**src/rtl/pattern_scan_pkg.sv**
```systemverilog
// ============================================================================
// Module   : pattern_scan_pkg
// Brief    : Shared FSM encoding and default geometry for the pattern scanner.
// Revision : 1.0
// ============================================================================
`default_nettype none

package pattern_scan_pkg;

  localparam logic [1:0] c_st_idle  = 2'b00;
  localparam logic [1:0] c_st_shift = 2'b01;
  localparam logic [1:0] c_st_done  = 2'b10;

  localparam int c_def_word_w = 8;
  localparam int c_def_pat_w  = 4;
  localparam int c_def_cnt_w  = 4;

endpackage

`default_nettype wire

```
**src/rtl/pattern_hist.sv**
```systemverilog
// ============================================================================
// Module   : pattern_hist
// Brief    : Serial history register, valid-bit counter and pattern compare
//            with a Mealy hit output. PATTERN_SCAN_OVERLAP_EN keeps the valid
//            count after a hit so matches may share bits.
// Revision : 1.0
// ============================================================================
`default_nettype none

module pattern_hist
  import pattern_scan_pkg::*;
#(
  parameter int PAT_W = c_def_pat_w
) (
  input  logic             clk,
  input  logic             reset,
  input  logic             clear,
  input  logic             bit_en,
  input  logic             bit_in,
  input  logic [PAT_W-1:0] pat,
  output logic             hit
);

  localparam int                  c_vcnt_w = $clog2(PAT_W + 1);
  localparam logic [c_vcnt_w-1:0] c_full   = c_vcnt_w'(PAT_W);

  logic [PAT_W-1:0]    r_hist;
  logic [PAT_W-1:0]    w_hist_next;
  logic [c_vcnt_w-1:0] r_vcnt;
  logic [c_vcnt_w-1:0] w_vcnt_inc;
  logic [c_vcnt_w-1:0] w_vcnt_next;

  generate
    if (PAT_W == 1) begin : g_single
      assign w_hist_next = bit_in;
    end else begin : g_multi
      assign w_hist_next = {r_hist[PAT_W-2:0], bit_in};
    end
  endgenerate

  assign w_vcnt_inc = (r_vcnt == c_full) ? c_full : r_vcnt + 1'b1;
  assign hit        = bit_en && (w_vcnt_inc == c_full) && (w_hist_next == pat);

`ifdef PATTERN_SCAN_OVERLAP_EN
  assign w_vcnt_next = w_vcnt_inc;
`else
  // Restart the fill after a hit so no bit contributes to two matches.
  assign w_vcnt_next = hit ? '0 : w_vcnt_inc;
`endif

  always_ff @(posedge clk or negedge reset) begin
    if (!reset) begin
      r_hist <= '0;
      r_vcnt <= '0;
    end else if (clear) begin
      r_hist <= '0;
      r_vcnt <= '0;
    end else if (bit_en) begin
      r_hist <= w_hist_next;
      r_vcnt <= w_vcnt_next;
    end
  end

endmodule

`default_nettype wire

```
**src/rtl/pattern_scan_ctrl.sv**
```systemverilog
// ============================================================================
// Module   : pattern_scan_ctrl
// Brief    : Accepts words over valid/ready, streams them MSB-first through
//            pattern_hist and counts matches per word (saturating, sticky
//            overflow). Build option: PATTERN_SCAN_OVERLAP_EN.
// Revision : 1.0
// ============================================================================
`default_nettype none

module pattern_scan_ctrl
  import pattern_scan_pkg::*;
#(
  parameter int WORD_W = c_def_word_w,
  parameter int PAT_W  = c_def_pat_w,
  parameter int CNT_W  = c_def_cnt_w
) (
  input  logic              clk,
  input  logic              reset,
  input  logic              in_valid,
  output logic              in_ready,
  input  logic [WORD_W-1:0] in_word,
  input  logic [PAT_W-1:0]  pat,
  output logic              busy,
  output logic              match,
  output logic              done,
  output logic [CNT_W-1:0]  match_cnt,
  output logic              cnt_ovf
);

  generate
    if (PAT_W < 1 || PAT_W > WORD_W) begin : g_bad_pat_w
      $error("pattern_scan_ctrl: PAT_W must satisfy 1 <= PAT_W <= WORD_W");
    end
  endgenerate

  localparam int                  c_idx_w    = (WORD_W > 1) ? $clog2(WORD_W) : 1;
  localparam logic [c_idx_w-1:0]  c_idx_last = c_idx_w'(WORD_W - 1);
  localparam logic [CNT_W-1:0]    c_cnt_max  = '1;

  logic [1:0]         r_state;
  logic [WORD_W-1:0]  r_word;
  logic [PAT_W-1:0]   r_pat;
  logic [c_idx_w-1:0] r_idx;
  logic [CNT_W-1:0]   r_cnt;
  logic               r_ovf;
  logic               w_accept;
  logic               w_shift;
  logic               w_hit;

  assign w_accept  = (r_state == c_st_idle) && in_valid;
  assign w_shift   = (r_state == c_st_shift);

  assign in_ready  = (r_state == c_st_idle);
  assign busy      = w_shift;
  assign done      = (r_state == c_st_done);
  assign match     = w_hit;
  assign match_cnt = r_cnt;
  assign cnt_ovf   = r_ovf;

  pattern_hist #(
    .PAT_W (PAT_W)
  ) u_hist (
    .clk    (clk),
    .reset  (reset),
    .clear  (w_accept),
    .bit_en (w_shift),
    .bit_in (r_word[r_idx]),
    .pat    (r_pat),
    .hit    (w_hit)
  );

  always_ff @(posedge clk or negedge reset) begin
    if (!reset) begin
      r_state <= c_st_idle;
      r_word  <= '0;
      r_pat   <= '0;
      r_idx   <= '0;
      r_cnt   <= '0;
      r_ovf   <= 1'b0;
    end else begin
      case (r_state)
        c_st_idle: begin
          if (in_valid) begin
            r_word  <= in_word;
            r_pat   <= pat;
            r_idx   <= c_idx_last;
            r_cnt   <= '0;
            r_ovf   <= 1'b0;
            r_state <= c_st_shift;
          end
        end
        c_st_shift: begin
          if (w_hit) begin
            if (r_cnt == c_cnt_max) r_ovf <= 1'b1;
            else                    r_cnt <= r_cnt + 1'b1;
          end
          if (r_idx == '0) r_state <= c_st_done;
          else             r_idx   <= r_idx - 1'b1;
        end
        c_st_done: r_state <= c_st_idle;
        default:   r_state <= c_st_idle;
      endcase
    end
  end

endmodule

`default_nettype wire

```
**config.mk**
```make
export PLATFORM = sky130hd
export DESIGN_NAME = pattern_scan_ctrl
export DESIGN_NICKNAME = d
export VERILOG_FILES = /design/src/rtl/pattern_scan_pkg.sv /design/src/rtl/pattern_hist.sv /design/src/rtl/pattern_scan_ctrl.sv
export SDC_FILE = /design/constraint.sdc
export NUM_CORES = 1
export LEC_CHECK = 0
export BUFFER_PORTS_ARGS = -buffer_cell sky130_fd_sc_hd__buf_2
export CAP_MARGIN = 30
export CORE_MARGIN = 5
export CORE_UTILIZATION = 45
export CTS_CLUSTER_DIAMETER = 200
export DETAILED_ROUTE_END_ITERATION = 10
export HOLD_SLACK_MARGIN = 0.08
export PLACE_DENSITY = 0.66
export SLEW_MARGIN = 20
export SYNTH_ARGS = -nofsm -noshare
export SYNTH_HDL_FRONTEND = slang
export SYNTH_SLANG_ARGS = --single-unit
```
**constraint.sdc**
```tcl
create_clock -name clk -period 3.1 [get_ports clk]
set_input_delay 0.31 -clock clk [delete_from_list [all_inputs] [get_ports clk]]
set_output_delay 0.31 -clock clk [all_outputs]
set_load 0.1 [all_outputs]
```
=== Word-level counts from Yosys, hierarchy flattened ===
Index checks and enable logic that the tools add are counted.

* Bits in registers: 28
* Word-level logic and storage cells: 58

* Add/subtract/negate cells: 3
* Magnitude comparators: 1
* Equal/unequal tests: 12
* Muxes and demuxes: 22
* Reduce and logical (&&, ||, !) cells: 12

{| class="wikitable"
|+ Operator list
! kind !! number
|-
| 2-to-1 mux 3 bit || 8
|-
| 2-to-1 mux 4 bit || 3
|-
| != test 2 bit, second input constant || 6
|-
| case mux 4 bit (2 select lines) || 1
|-
| AND reduction 4 bit || 2
|-
| == test 3 bit, second input constant || 2
|-
| case mux 3 bit (2 select lines) || 1
|-
| adder 4 x 1 -> 4 bit, second input constant || 1
|-
| == test 4 bit || 1
|-
| == test 4 bit, second input constant || 1
|-
| less-than comparator 3 x 4 -> 1 bit, second input constant || 1
|-
| 2-to-1 mux 1 bit || 4
|-
| 2-to-1 mux 2 bit || 2
|-
| case mux 2 bit (2 select lines) || 1
|-
| AND reduction 2 bit || 2
|-
| nonzero test 2 bit || 2
|-
| adder 3 x 1 -> 3 bit, second input constant || 1
|-
| binary-select mux 1 bit (select 3 bit) || 1
|-
| logical AND 1 bit || 3
|-
| zero test 3 bit || 1
|-
| AND reduction 3 bit || 1
|-
| subtractor 3 x 1 -> 3 bit, second input constant || 1
|-
| == test 2 x 1 -> 1 bit, second input constant || 1
|-
| == test 2 bit, second input constant || 1
|-
| other kinds (2) || 2
|}

=== Logic depth before layout (Yosys ltp) ===
* Word-level depth: 8
* Mapped depth: 7

=== Hierarchy ===
Synthesis repeated with hierarchy kept, for this count alone.

* Cells, all modules: 150
* Area, all modules: 1456.4 um^2

{| class="wikitable"
|+ Modules (own cells, without submodules)
! module !! instances !! cells each !! area an instance (um^2)
|-
| pattern_scan_ctrl || 1 || 113 || 1082.3
|-
| pattern_hist || 1 || 37 || 374.1
|}

=== Worst setup path before layout ===
No wires, ideal clock.

* Path kind: flip-flop to flip-flop
* From: register r_state[1]
* To: register r_pat[0]
* Setup time: 0.125 ns
* Arrival: 2.573 ns
* Data required time: 2.975 ns
* Path slack: 0.402 ns
* Stages on the path, launching flop included: 7
* Buffers on the path: 2
* Period minus slack after synthesis: 2.698 ns
* Cells stage by stage: dfrtp_1 nand2b_1 inv_1 clkbuf_1 nor2_1 buf_2 mux2_2

* Cells in the longest elaborated chain, start to end: 2

{| class="wikitable"
|+ Ends and longest elaborated chain
! item !! line !! RTL
|-
| from (decl) || pattern_scan_ctrl.sv:40 || <nowiki>logic [1:0] r_state;</nowiki>
|-
| from (signal assigned) || pattern_scan_ctrl.sv:74 || <nowiki>r_state <= c_st_idle;</nowiki>
|-
| from (signal assigned) || pattern_scan_ctrl.sv:89 || <nowiki>r_state <= c_st_shift;</nowiki>
|-
| from (signal assigned) || pattern_scan_ctrl.sv:97 || <nowiki>if (r_idx == '0) r_state <= c_st_done;</nowiki>
|-
| zero test 2 bit || pattern_scan_ctrl.sv:81 || <nowiki>case (r_state)</nowiki>
|-
| AND reduction 2 bit (no line) || - ||
|-
| to (signal assigned) || pattern_scan_ctrl.sv:85 || <nowiki>r_pat <= pat;</nowiki>
|-
| to (decl) || pattern_scan_ctrl.sv:42 || <nowiki>logic [PAT_W-1:0] r_pat;</nowiki>
|}

No other way between the ends.
A chain may end at the register's enable or synchronous reset.

=== Worst setup path after layout ===
* From: register r_idx[0]
* To: output match

* Cells in the longest elaborated chain, start to end: 4

{| class="wikitable"
|+ Ends and longest elaborated chain
! item !! line !! RTL
|-
| from (decl) || pattern_scan_ctrl.sv:43 || <nowiki>logic [c_idx_w-1:0] r_idx;</nowiki>
|-
| from (signal assigned) || pattern_scan_ctrl.sv:86 || <nowiki>r_idx <= c_idx_last;</nowiki>
|-
| from (signal assigned) || pattern_scan_ctrl.sv:98 || <nowiki>else r_idx <= r_idx - 1'b1;</nowiki>
|-
| binary-select mux 1 bit (select 3 bit) || pattern_scan_ctrl.sv:67 || <nowiki>.bit_in (r_word[r_idx]),</nowiki>
|-
| 2-to-1 mux 1 bit (not written as such) || pattern_scan_ctrl.sv:67 ||
|-
| == test 4 bit || pattern_hist.sv:42 || <nowiki>assign hit = bit_en && (w_vcnt_inc == c_full) && (w_hist_next == pat);</nowiki>
|-
| logical AND 1 bit || pattern_hist.sv:42 ||
|-
| to (decl) || pattern_scan_ctrl.sv:24 || <nowiki>output logic match,</nowiki>
|}

No other way between the ends. The select of a mux whose other input is x is not followed.

==> results.sh <==
export IMPL_run_status="finished, final reports clean"
export IMPL_dr_first_iter_drc_count=40
export IMPL_design_die_area_um2=4360
export IMPL_grt_start_max_net_pins=29
export IMPL_vdd_ir_drop_worst_v=0.000402
export IMPL_worst_ep_required_time_ns=2.79
export IMPL_asyncSetResetFlopFracSynth_pct=100
export IMPL_globalRouteTotalUtil_pct=13.9
export IMPL_syn_nets=138
export IMPL_synth_main_ff_cell="sky130_fd_sc_hd__dfrtp_1"
export IMPL_max_freq_mhz=349
export IMPL_wl_per_cell_um=14.0
export IMPL_crit_arrival_ns=2.55
export IMPL_vias=1000
export IMPL_ioPinCount=24
export IMPL_grt_pass1_wl_mm=4.78
export IMPL_power_density_cell_area_nw_per_um2=1160
export IMPL_synth_edf_count=0
export IMPL_starting_density_of_the_core_pct=46.7
export IMPL_core_area_um2=3030
export IMPL_area_growth_synth_to_final_pct=18.0
export IMPL_finalSetupTns_ns=0
export IMPL_grt_setup_unrepaired="false"
export IMPL_cts_root_buf="sky130_fd_sc_hd__clkbuf_4"
export IMPL_endpoint_kind="primary output"
export IMPL_cts_repair_resize_count=0
export IMPL_leakage_uw=0.000779
export IMPL_drt_vias_per_instance=5.21
export IMPL_number_of_setup_buffers_added_after_cts=0
export IMPL_placement_setup_worst_slack_ns=0.592
export IMPL_clock_skew_ns=0.00872
export IMPL_crit_path_class="register to primary output"
export IMPL_mappedNetlistArea_um2=1410
export IMPL_post_cts_hold_buffer_count=1
export IMPL_synthesis_yosys_warnings=0
export IMPL_drt_wl_total_mm=2.69
export IMPL_place_detailed_hpwl_mm=2.05
export IMPL_cts_tree="yes"
export IMPL_die_width_um=66.1
export IMPL_floorplan_rows=20
export IMPL_multi_input_gate_area_um2=682
export IMPL_worst_slack_ns=0.235
export IMPL_drt_pre_antenna_iters=3
export IMPL_post_route_util_pct=55.1
export IMPL_syn_area_per_cell_um2=12.0
export IMPL_hold_ws_ns=0.202
export IMPL_clock_sinks=28
export IMPL_final_common_cell="sky130_fd_sc_hd__dfrtp_1"
export IMPL_synth_yosys_seq_area_share_pct=49.6
export IMPL_antenna_found_initial=0
export IMPL_cts_inserted_buffers=3
export IMPL_gr_total_overflow=0
export IMPL_synth_seq_cells=28
export IMPL_hold_path_class="primary input to register"
export IMPL_finalNetCount=169
export IMPL_share_of_cells_above_drive_strength_1_pct=37.2
export IMPL_crit_path_max_fanout=10
export IMPL_final_period_minus_worst_setup_slack_ns=2.86
export IMPL_startpoint_type="register"
export IMPL_slew_violations=0
export IMPL_regArea_um2=701
export IMPL_synth_cell_type_count=35
export IMPL_clk_latency_ns=0.32
export IMPL_drt_drc_violations_left=0
export IMPL_timing_slew_headroom_pct=59.1
export IMPL_drv_cap=0
export IMPL_final_cell_mix="sky130_fd_sc_hd__dfrtp_1, sky130_fd_sc_hd__buf_2, sky130_fd_sc_hd__mux2_2"
export IMPL_buffers_from_clock_root_to_sink_at_most=2
export IMPL_postSynthCellCount=118
export IMPL_antenna_diode_count=0
export IMPL_worst_slew_pin_transition_ns=0.613
export IMPL_cts_htree_levels=1
export IMPL_setup_violations=0
export IMPL_final_cell_count_no_fill=192
export IMPL_clk_transition_reported_paths_ns=0.16
export IMPL_numPlacedInstances=187
export IMPL_rr_worst_depth=5
export IMPL_fill_cells=274
export IMPL_timing_hold_worst_path_depth=2
export IMPL_routabilityCongestion=0.794
export IMPL_antenna_left=0
export IMPL_number_of_global_route_vias_before_repair=1008
export IMPL_count_of_final_hold_check_violations=0
export IMPL_floorplan_die_height_um=66.1
export IMPL_placement_io_buffers=23
export IMPL_finalCritPeriodShare_pct=92.4
-- worst max-delay path, cell delays in order, from the launching register on --
cell	delay (ns)
sky130_fd_sc_hd__dfrtp_1	0.46
sky130_fd_sc_hd__mux4_1	0.62
sky130_fd_sc_hd__mux2i_4	0.23
sky130_fd_sc_hd__xor2_4	0.29
sky130_fd_sc_hd__and2_2	0.22
sky130_fd_sc_hd__buf_2	0.43
-- stage by stage --
step	total power, µW	area, µm²
after detailed placement	1720	1610
after global placement	1680	1610
after floorplan	1500	1410
after global routing	2090	1670
final	1940	1670
after CTS	1960	1670
-- final cells by class --
| class | instances | area share (%) |
|---|---|---|
| Clock buffer | 3 | 1.35 |
| Inverter | 6 | 1.35 |
| Clock inverter | 1 | 1.80 |
| Multi-Input combinational cell | 82 | 40.9 |
| Timing Repair Buffer | 28 | 9.30 |
| Tap cell | 44 | 3.30 |
| Sequential cell | 28 | 42.0 |
-- state kept, by name, indices dropped and copies added, names as in the netlist --
name,cells
r_state,2
r_idx,3
u_hist.r_vcnt,3
match_cnt,4
cnt_ovf,1
r_pat,4
u_hist.r_hist,3
r_word,8
-- kinds of logic after synthesis --
kind of cell,synth area share [%]
AO/OA/AOI/OAI,13.6
XOR/XNOR,4.42
AND/OR/NAND/NOR,10.9
adder cells (fa/ha/maj),4.42
flip-flops,49.6
multiplexers,14.9
buffers and inverters,2.21
-- cells in the mapped netlist (all sizes together), types with 3 or more instances --
cell type   n  share of area (%)
dfrtp      28                 50
and3        4                1.9
a22o        3                1.9
mux2       12                9.6
ha          5                4.4
inv         6                1.6
nor2        7                1.9
xnor2       4                2.5
o21ai       4                1.4
a21oi       8                3.4
a41oi       3                1.9
nand2       9                2.4
nor2b       3                1.3
-- layer usage --
layer  GRT usage (%)  up-vias  wire length, µm
met5               0        -                0
met4            2.28        0               12
met3            3.06        2              117
met2            24.4       16             1340
met1            17.8      495             1220
li1                -      487                -
-- power breakdown --
part	internal, µW	switching, µW	total [µW]	leakage [µW]
combinational	418	617	1040	0.000409
clock	131	106	237	0.0000279
sequential	529	141	670	0.000341
-- worst paths after layout --
check / from / endpoint / slack, ns
max in group asynchronous: reset / r_idx[0]$_DFFE_PN0P_ / 2.18
min: in_word[5] / r_word[5]$_DFFE_PN0P_ / 0.20
max: r_idx[0]$_DFFE_PN0P_ / match / 0.24
min reg2reg: r_word[4]$_DFFE_PN0P_ / r_word[4]$_DFFE_PN0P_ / 0.52
min in group asynchronous: reset / r_word[2]$_DFFE_PN0P_ / 0.52
max reg2reg: r_idx[0]$_DFFE_PN0P_ / u_hist.r_vcnt[1]$_DFFE_PN0P_ / 1.02
Note: power is estimated with default switching activity, not from simulation.
